<file path="src/rtl/nn_engine.sv">
// nn_engine: loads up to 9 signed weights, then runs a strided 1-D convolution
// over byte-wide DMA reads and writes one post-processed byte per output.
// Ports: i_cfg/i_cfg_addr/i_cfg_wr_en config regs, i_start kick,
//   i_dma_rd_* / o_dma_rd_* read port, o_dma_wr_* write port.
// Option: NN_SATURATE_EN clamps results to DW bits; otherwise they wrap.
module nn_engine #(
  parameter int DW   = 8,
  parameter int AW   = 5,
  parameter int ACCW = 24
) (
  input  logic          i_clk,
  input  logic          i_rst,
  input  logic [15:0]   i_cfg,
  input  logic [1:0]    i_cfg_addr,
  input  logic          i_cfg_wr_en,
  input  logic          i_start,
  input  logic [DW-1:0] i_dma_rd_data,
  input  logic          i_dma_rd_ready,
  output logic [AW-1:0] o_dma_wr_addr,
  output logic          o_dma_wr_en,
  output logic [DW-1:0] o_dma_wr_data,
  output logic          o_dma_rd_en,
  output logic [AW-1:0] o_dma_rd_addr
);

  typedef enum logic [1:0] {
    S_IDLE,
    S_LOAD_W,
    S_READ_X,
    S_WRITE
  } state_t;

  localparam int PW = 2 * DW;

  state_t state_q, state_d;
  logic [3:0] k_q, k_d;
  logic [5:0] o_q, o_d;
  logic signed [ACCW-1:0] acc_q, acc_d;
  logic signed [DW-1:0] w_q [9];
  logic signed [DW-1:0] w_d [9];

  logic [1:0] mode_q, mode_d;
  logic [1:0] stride_q, stride_d;
  logic relu_q, relu_d;
  logic [2:0] shift_q, shift_d;
  logic [AW-1:0] wr_base_q, wr_base_d;
  logic [AW-1:0] rd_base_q, rd_base_d;
  logic [AW-1:0] wgt_base_q, wgt_base_d;
  logic [5:0] cnt_q, cnt_d;
  logic signed [15:0] bias_q, bias_d;

  logic rd_en_q, rd_en_d;
  logic [AW-1:0] rd_addr_q, rd_addr_d;
  logic wr_en_q, wr_en_d;
  logic [AW-1:0] wr_addr_q, wr_addr_d;
  logic [DW-1:0] wr_data_q, wr_data_d;

  logic [3:0] taps;
  logic [AW-1:0] step;
  logic [AW-1:0] o_off;
  logic last_tap;
  logic last_out;
  logic signed [PW-1:0] mul;
  logic signed [ACCW-1:0] acc_n;
  logic signed [ACCW-1:0] r_sum;
  logic signed [ACCW-1:0] r_sh;
  logic signed [ACCW-1:0] r_rl;
  logic [DW-1:0] res;

  always_comb begin
    case (mode_q)
      2'd0:    taps = 4'd1;
      2'd1:    taps = 4'd3;
      2'd2:    taps = 4'd6;
      default: taps = 4'd9;
    endcase
    step = (stride_q == 2'd0) ? AW'(1)
                              : {{(AW-2){1'b0}}, stride_q};
    last_tap = (k_q == taps - 4'd1);
    // out_count 0 wraps to 63 here, giving 64 outputs
    last_out = (o_q == cnt_q - 6'd1);
  end

  // Result path: acc_n is the accumulator including the current beat
  always_comb begin
    mul   = w_q[k_q] * $signed(i_dma_rd_data);
    acc_n = acc_q + {{(ACCW-PW){mul[PW-1]}}, mul};
    r_sum = acc_n + {{(ACCW-16){bias_q[15]}}, bias_q};
    r_sh  = r_sum >>> shift_q;
    r_rl  = (relu_q && r_sh[ACCW-1]) ? '0 : r_sh;
  end

`ifdef NN_SATURATE_EN
  localparam logic signed [ACCW-1:0] SAT_HI = ACCW'((1 << (DW-1)) - 1);
  localparam logic signed [ACCW-1:0] SAT_LO = -SAT_HI - ACCW'(1);

  always_comb begin
    if (r_rl > SAT_HI) begin
      res = SAT_HI[DW-1:0];
    end else if (r_rl < SAT_LO) begin
      res = SAT_LO[DW-1:0];
    end else begin
      res = r_rl[DW-1:0];
    end
  end
`else
  logic unused_hi;
  assign unused_hi = ^r_rl[ACCW-1:DW];
  assign res = r_rl[DW-1:0];
`endif

  always_comb begin
    state_d    = state_q;
    k_d        = k_q;
    o_d        = o_q;
    acc_d      = acc_q;
    w_d        = w_q;
    mode_d     = mode_q;
    stride_d   = stride_q;
    relu_d     = relu_q;
    shift_d    = shift_q;
    wr_base_d  = wr_base_q;
    rd_base_d  = rd_base_q;
    wgt_base_d = wgt_base_q;
    cnt_d      = cnt_q;
    bias_d     = bias_q;
    rd_en_d    = 1'b0;
    rd_addr_d  = '0;
    wr_en_d    = 1'b0;
    wr_addr_d  = '0;
    wr_data_d  = '0;

    unique case (state_q)
      S_IDLE: begin
        if (i_cfg_wr_en) begin
          unique case (i_cfg_addr)
            2'd0: begin
              mode_d   = i_cfg[15:14];
              stride_d = i_cfg[13:12];
              relu_d   = i_cfg[11];
              shift_d  = i_cfg[10:8];
            end
            2'd1: begin
              wr_base_d = i_cfg[9 +: AW];
              rd_base_d = i_cfg[2 +: AW];
            end
            2'd2: begin
              wgt_base_d = i_cfg[11 +: AW];
              cnt_d      = i_cfg[5:0];
            end
            default: bias_d = i_cfg;
          endcase
        end
        if (i_start) begin
          state_d = S_LOAD_W;
          k_d     = '0;
          o_d     = '0;
        end
      end
      S_LOAD_W: begin
        if (i_dma_rd_ready) begin
          w_d[k_q] = $signed(i_dma_rd_data);
          if (last_tap) begin
            state_d = S_READ_X;
            k_d     = '0;
            acc_d   = '0;
          end else begin
            k_d = k_q + 4'd1;
          end
        end
      end
      S_READ_X: begin
        if (i_dma_rd_ready) begin
          acc_d = acc_n;
          if (last_tap) begin
            state_d   = S_WRITE;
            wr_en_d   = 1'b1;
            wr_addr_d = wr_base_q + o_q[AW-1:0];
            wr_data_d = res;
          end else begin
            k_d = k_q + 4'd1;
          end
        end
      end
      S_WRITE: begin
        if (last_out) begin
          state_d = S_IDLE;
        end else begin
          state_d = S_READ_X;
          o_d     = o_q + 6'd1;
          k_d     = '0;
          acc_d   = '0;
        end
      end
      default: state_d = S_IDLE;
    endcase

    // Read request is registered alongside the state it belongs to
    o_off = o_d[AW-1:0] * step;
    if (state_d == S_LOAD_W) begin
      rd_en_d   = 1'b1;
      rd_addr_d = wgt_base_d + AW'(k_d);
    end else if (state_d == S_READ_X) begin
      rd_en_d   = 1'b1;
      rd_addr_d = rd_base_d + o_off + AW'(k_d);
    end
  end

  always_ff @(posedge i_clk) begin
    if (i_rst) begin
      state_q    <= S_IDLE;
      k_q        <= '0;
      o_q        <= '0;
      acc_q      <= '0;
      for (int i = 0; i < 9; i++) begin
        w_q[i] <= '0;
      end
      mode_q     <= '0;
      stride_q   <= '0;
      relu_q     <= 1'b0;
      shift_q    <= '0;
      wr_base_q  <= '0;
      rd_base_q  <= '0;
      wgt_base_q <= '0;
      cnt_q      <= '0;
      bias_q     <= '0;
      rd_en_q    <= 1'b0;
      rd_addr_q  <= '0;
      wr_en_q    <= 1'b0;
      wr_addr_q  <= '0;
      wr_data_q  <= '0;
    end else begin
      state_q    <= state_d;
      k_q        <= k_d;
      o_q        <= o_d;
      acc_q      <= acc_d;
      w_q        <= w_d;
      mode_q     <= mode_d;
      stride_q   <= stride_d;
      relu_q     <= relu_d;
      shift_q    <= shift_d;
      wr_base_q  <= wr_base_d;
      rd_base_q  <= rd_base_d;
      wgt_base_q <= wgt_base_d;
      cnt_q      <= cnt_d;
      bias_q     <= bias_d;
      rd_en_q    <= rd_en_d;
      rd_addr_q  <= rd_addr_d;
      wr_en_q    <= wr_en_d;
      wr_addr_q  <= wr_addr_d;
      wr_data_q  <= wr_data_d;
    end
  end

  assign o_dma_rd_en   = rd_en_q;
  assign o_dma_rd_addr = rd_addr_q;
  assign o_dma_wr_en   = wr_en_q;
  assign o_dma_wr_addr = wr_addr_q;
  assign o_dma_wr_data = wr_data_q;

endmodule

</file>
<file path="config.mk">
export PLATFORM = sky130hd
export DESIGN_NAME = nn_engine
export DESIGN_NICKNAME = d
export VERILOG_FILES = /design/src/rtl/nn_engine.sv
export SDC_FILE = /design/constraint.sdc
export NUM_CORES = 1
export LEC_CHECK = 0
export ABC_AREA = 0
export CORE_ASPECT_RATIO = 0.9
export CORE_MARGIN = 8
export CORE_UTILIZATION = 55
export DETAILED_ROUTE_END_ITERATION = 8
export PLACE_DENSITY = 0.73
export RECOVER_POWER = 25
export SKIP_CTS_REPAIR_TIMING = 1
export SKIP_LAST_GASP = 1
export SLEW_MARGIN = 20
export SYNTH_ARGS = -nofsm -noshare
export SYNTH_HDL_FRONTEND = slang
export SYNTH_SLANG_ARGS = --single-unit
</file>
<file path="constraint.sdc">
create_clock -name i_clk -period 20.7 [get_ports i_clk]
set_input_delay 4.14 -clock i_clk [delete_from_list [all_inputs] [get_ports i_clk]]
set_output_delay 4.14 -clock i_clk [all_outputs]
set_load 0.01 [all_outputs]
</file>
==> metrics <==
global-route wire length before repair 51700 um; Skew-Pair Late Insertion Delay 0.45 ns; part of the power in the clock network 0.270; slowest stage cell, crit path sky130_fd_sc_hd__clkdlybuf4s50_1; dominant cell type by area after synthesis sky130_fd_sc_hd__dfxtp_1; largest net degree at the start of global routing 102; final worst path period need between 10 and 15 ns; Vias/cell 5.683; clock tree from TritonCTS yes; data required time at the worst endpoint 21.04 ns; Die Outline Area ~0.03 mm^2; share of synthesized area spent on multiplexers 0.1035; power density normalized to cell area approximately 89 mW/mm^2; run status completed; Yosys cell types between 80 and 90; setup TNS 0 ns; Port Buffers 50; DP Wirelength 22300 um; antenna violations before repair 0; post-synth design cell area 0.01317 mm^2; diode insertion count for antenna repair 0; average wire length per cell after detail routing 16.49 um; largest family of logic cells by synthesized area adder cells; leakage power figure 6.241 nW; CTS Sinks between 150 and 200; share of final-layout standard cells stronger than drive strength 1 0.05627; Net Sw Frac 0.4199; total wire length 30780 um; area share of fa/ha/maj cells after synthesis 0.1992; number of nets in the final layout ~1800; starting density of the core 0.5625; Pre-antenna DRT Iters 7; total routing resource utilization after global routing 0.2153; grt met3 use 0.03083; H-Tree Depth 4; vias post-DR about 11000; core outline area around 0.023 mm^2; slowest cell delay on critical path 0.83 ns; post-synthesis average cell area 8.533 um^2; number of nets still failing antenna checks after routing 0; relative area change from synthesis to final layout 9.940%; row count 53; CP startpoint kind primary input; met1 track demand over resource 0.2970; maximum clock insertion buffer count 2; Post-Syn Instances 1543; net count after synthesis 1744; post-route cell area about 0.014 mm^2; post-synthesis sequential element count 173; Crit. End Element register; Slew Limit Fails 0; fraction of the mapped netlist area in compound gates 0.1402; final global-route overflow total 0; die width 179.1 um; buffers plus inverters on the worst setup path 6; relative slew slack 0.2341; FILL cells 2014; root buf cell sky130_fd_sc_hd__clkbuf_16; violation count after the first detailed-routing iteration 884; number of clock buffers inserted by TritonCTS 17; type of the most critical hold path register to register; max-cap violation count 0; register area share after synthesis 0.2630; via count of the first global-routing pass 10350; total count of hold-check failures in the final report 0; global-route track usage on met2 0.3558; number of flops mapped to enable cells by yosys 0; Tightest Pin Transition between 1 and 1.5 ns; combinational power share 0.451; Max VDD drop 0.00005911 V; routability-driven placement congestion ratio 0.8658; gate family responsible for the most delay along the worst path adder cells; part of the power in registers 0.278; area share of and/or/nand/nor cells after synthesis 0.1843; period utilization 0.6038; Clock Skews 0.01927 ns; cells taking the most area after synthesis sky130_fd_sc_hd__dfxtp_1, sky130_fd_sc_hd__fa_1, sky130_fd_sc_hd__ha_1; arrival time of the worst setup path between 10 and 15 ns; placed cell area 0.01383 mm^2; library cell with the highest instance count after synthesis sky130_fd_sc_hd__nor2_1; Yosys warning count 0; Net Switching 0.5395 mW; final setup fails 0; class of the most critical setup path primary input to register; fraction of synthesized cell area in xor and xnor cells 0.04685; chip height approximately 160 um; clock transition at the registers of the reported paths ~0.080 ns; count of pins on the block boundary 51; top cells by instance count after synthesis sky130_fd_sc_hd__nor2_1, sky130_fd_sc_hd__dfxtp_1, sky130_fd_sc_hd__inv_1; RSZ-0062 raised after global routing no; internal power contribution 0.7451 mW; Highest Clock Rate 80.01 MHz; ys flop type sky130_fd_sc_hd__dfxtp_1; Worst Path Max Fanout 17; remaining design rule violation count 0; Synth top area share 0.2630; layer carrying the most global-route usage met2; ys async rst share 0
sequential cells by signal, indices dropped and copies added (netlist names):
signal	cells
k_q	4
o_dma_wr_data	8
o_dma_wr_en	1
relu_q	1
state_q	2
stride_q	2
wr_base_q	5
w_q	72
bias_q	16
shift_q	3
o_dma_wr_addr	5
o_dma_rd_en	1
o_q	6
wgt_base_q	5
rd_base_q	5
cnt_q	6
o_dma_rd_addr	5
mode_q	2
acc_q	24
power by group through the flow:
stage / clock network [mW] / logic (mW) / registers (mW)
2_1_floorplan: 0 / 0.446 / 0.360
3_3_place_gp: 0 / 0.567 / 0.365
3_5_place_dp: 0 / 0.577 / 0.365
4_1_cts: 0.353 / 0.581 / 0.358
5_1_grt: 0.365 / 0.651 / 0.360
6_report: 0.347 / 0.580 / 0.358
cell families after synthesis:
logic type / after synthesis
buffers and inverters: 214
adders and majority gates: 170
AOI/OAI and AO/OA: 284
xor gates and xnor gates: 68
muxes: 124
DFF: 173
and+or+nand+nor: 510
metrics by stage:
| stage | utilization | setup slack (ns) | instances | hold WS [ns] | power (mW) |
|---|---|---|---|---|---|
| finish | 0.6184 | 8.202 | 1866 | 0.4581 | 1.285 |
| global route | 0.6184 | 7.596 | 1866 | 0.4777 | 1.376 |
| CTS | 0.6184 | 8.252 | 1866 | 0.4607 | 1.291 |
| detailed placement | 0.5910 | 7.789 | 1834 | 0.4500 | 0.9421 |
| global placement | 0.5910 | 8.107 | 1834 | 0.4441 | 0.9323 |
| floorplan | - | 8.823 | 1543 | 0.4362 | 0.8064 |
worst paths after layout:
| check | from | to | slack, ns | depth (start not counted) |
|---|---|---|---|---|
| min | acc_q[14] | acc_q[14] | 0.46 | 2 |
| max reg2reg | k_q[0] | o_dma_wr_data[7] | 10.34 | 38 |
| max | i_dma_rd_data[0] | o_dma_wr_data[7] | 8.20 | 35 |
| min reg2reg | acc_q[14] | acc_q[14] | 0.46 | 2 |
per-layer routing:
| layer | vias up | wire [um] |
|---|---|---|
| met3 | 30 | 1237 |
| met5 | - | 0 |
| met4 | 0 | 349 |
| met1 | 5108 | 14800 |
| li1 | 5250 | - |
| met2 | 216 | 14390 |
cell type report:
cell class	instances	area, um^2	area share
multi-input combinational	1156	8884	0.6137
sequential	173	3463	0.2393
inverter	143	536.8	0.03708
tap	302	377.9	0.02610
clock buffer	17	425.4	0.02939
timing repair buffer	60	573.1	0.03959
clock inverter	15	215.2	0.01487
placed cells by master, fill, tap and decap left out, drive strengths merged, types with 5 or more instances in the layout:
cell type,n
o211ai,11
nand2,131
a211o,5
nor3b,6
or3,8
nand3,33
a21o,26
dlygate4sd3,19
o21ai,39
a21oi,114
nor2b,61
or4b,5
inv,153
fa,66
xor2,20
clkdlybuf4s50,30
ha,104
dfxtp,173
nand2b,24
clkinv,5
xnor2,47
o21a,7
and2,17
nand4,5
mux2,17
mux2i,99
a31oi,11
mux4,8
clkbuf,17
a22oi,16
nor3,18
a211oi,14
buf,11
nand3b,5
and3,7
nor2,176
worst register-to-register path: cells and delay by family, from the launching register on:
kind / cells / cell delay (ns)
muxes: 1 / 0.63
buffers and inverters: 5 / 0.50
and+or+nand+nor: 6 / 0.77
xor gates and xnor gates: 4 / 0.73
AOI/OAI and AO/OA: 15 / 3.73
adders and majority gates: 7 / 2.95
DFF: 1 / 0.96
Note: power is estimated with default switching activity, not from simulation.
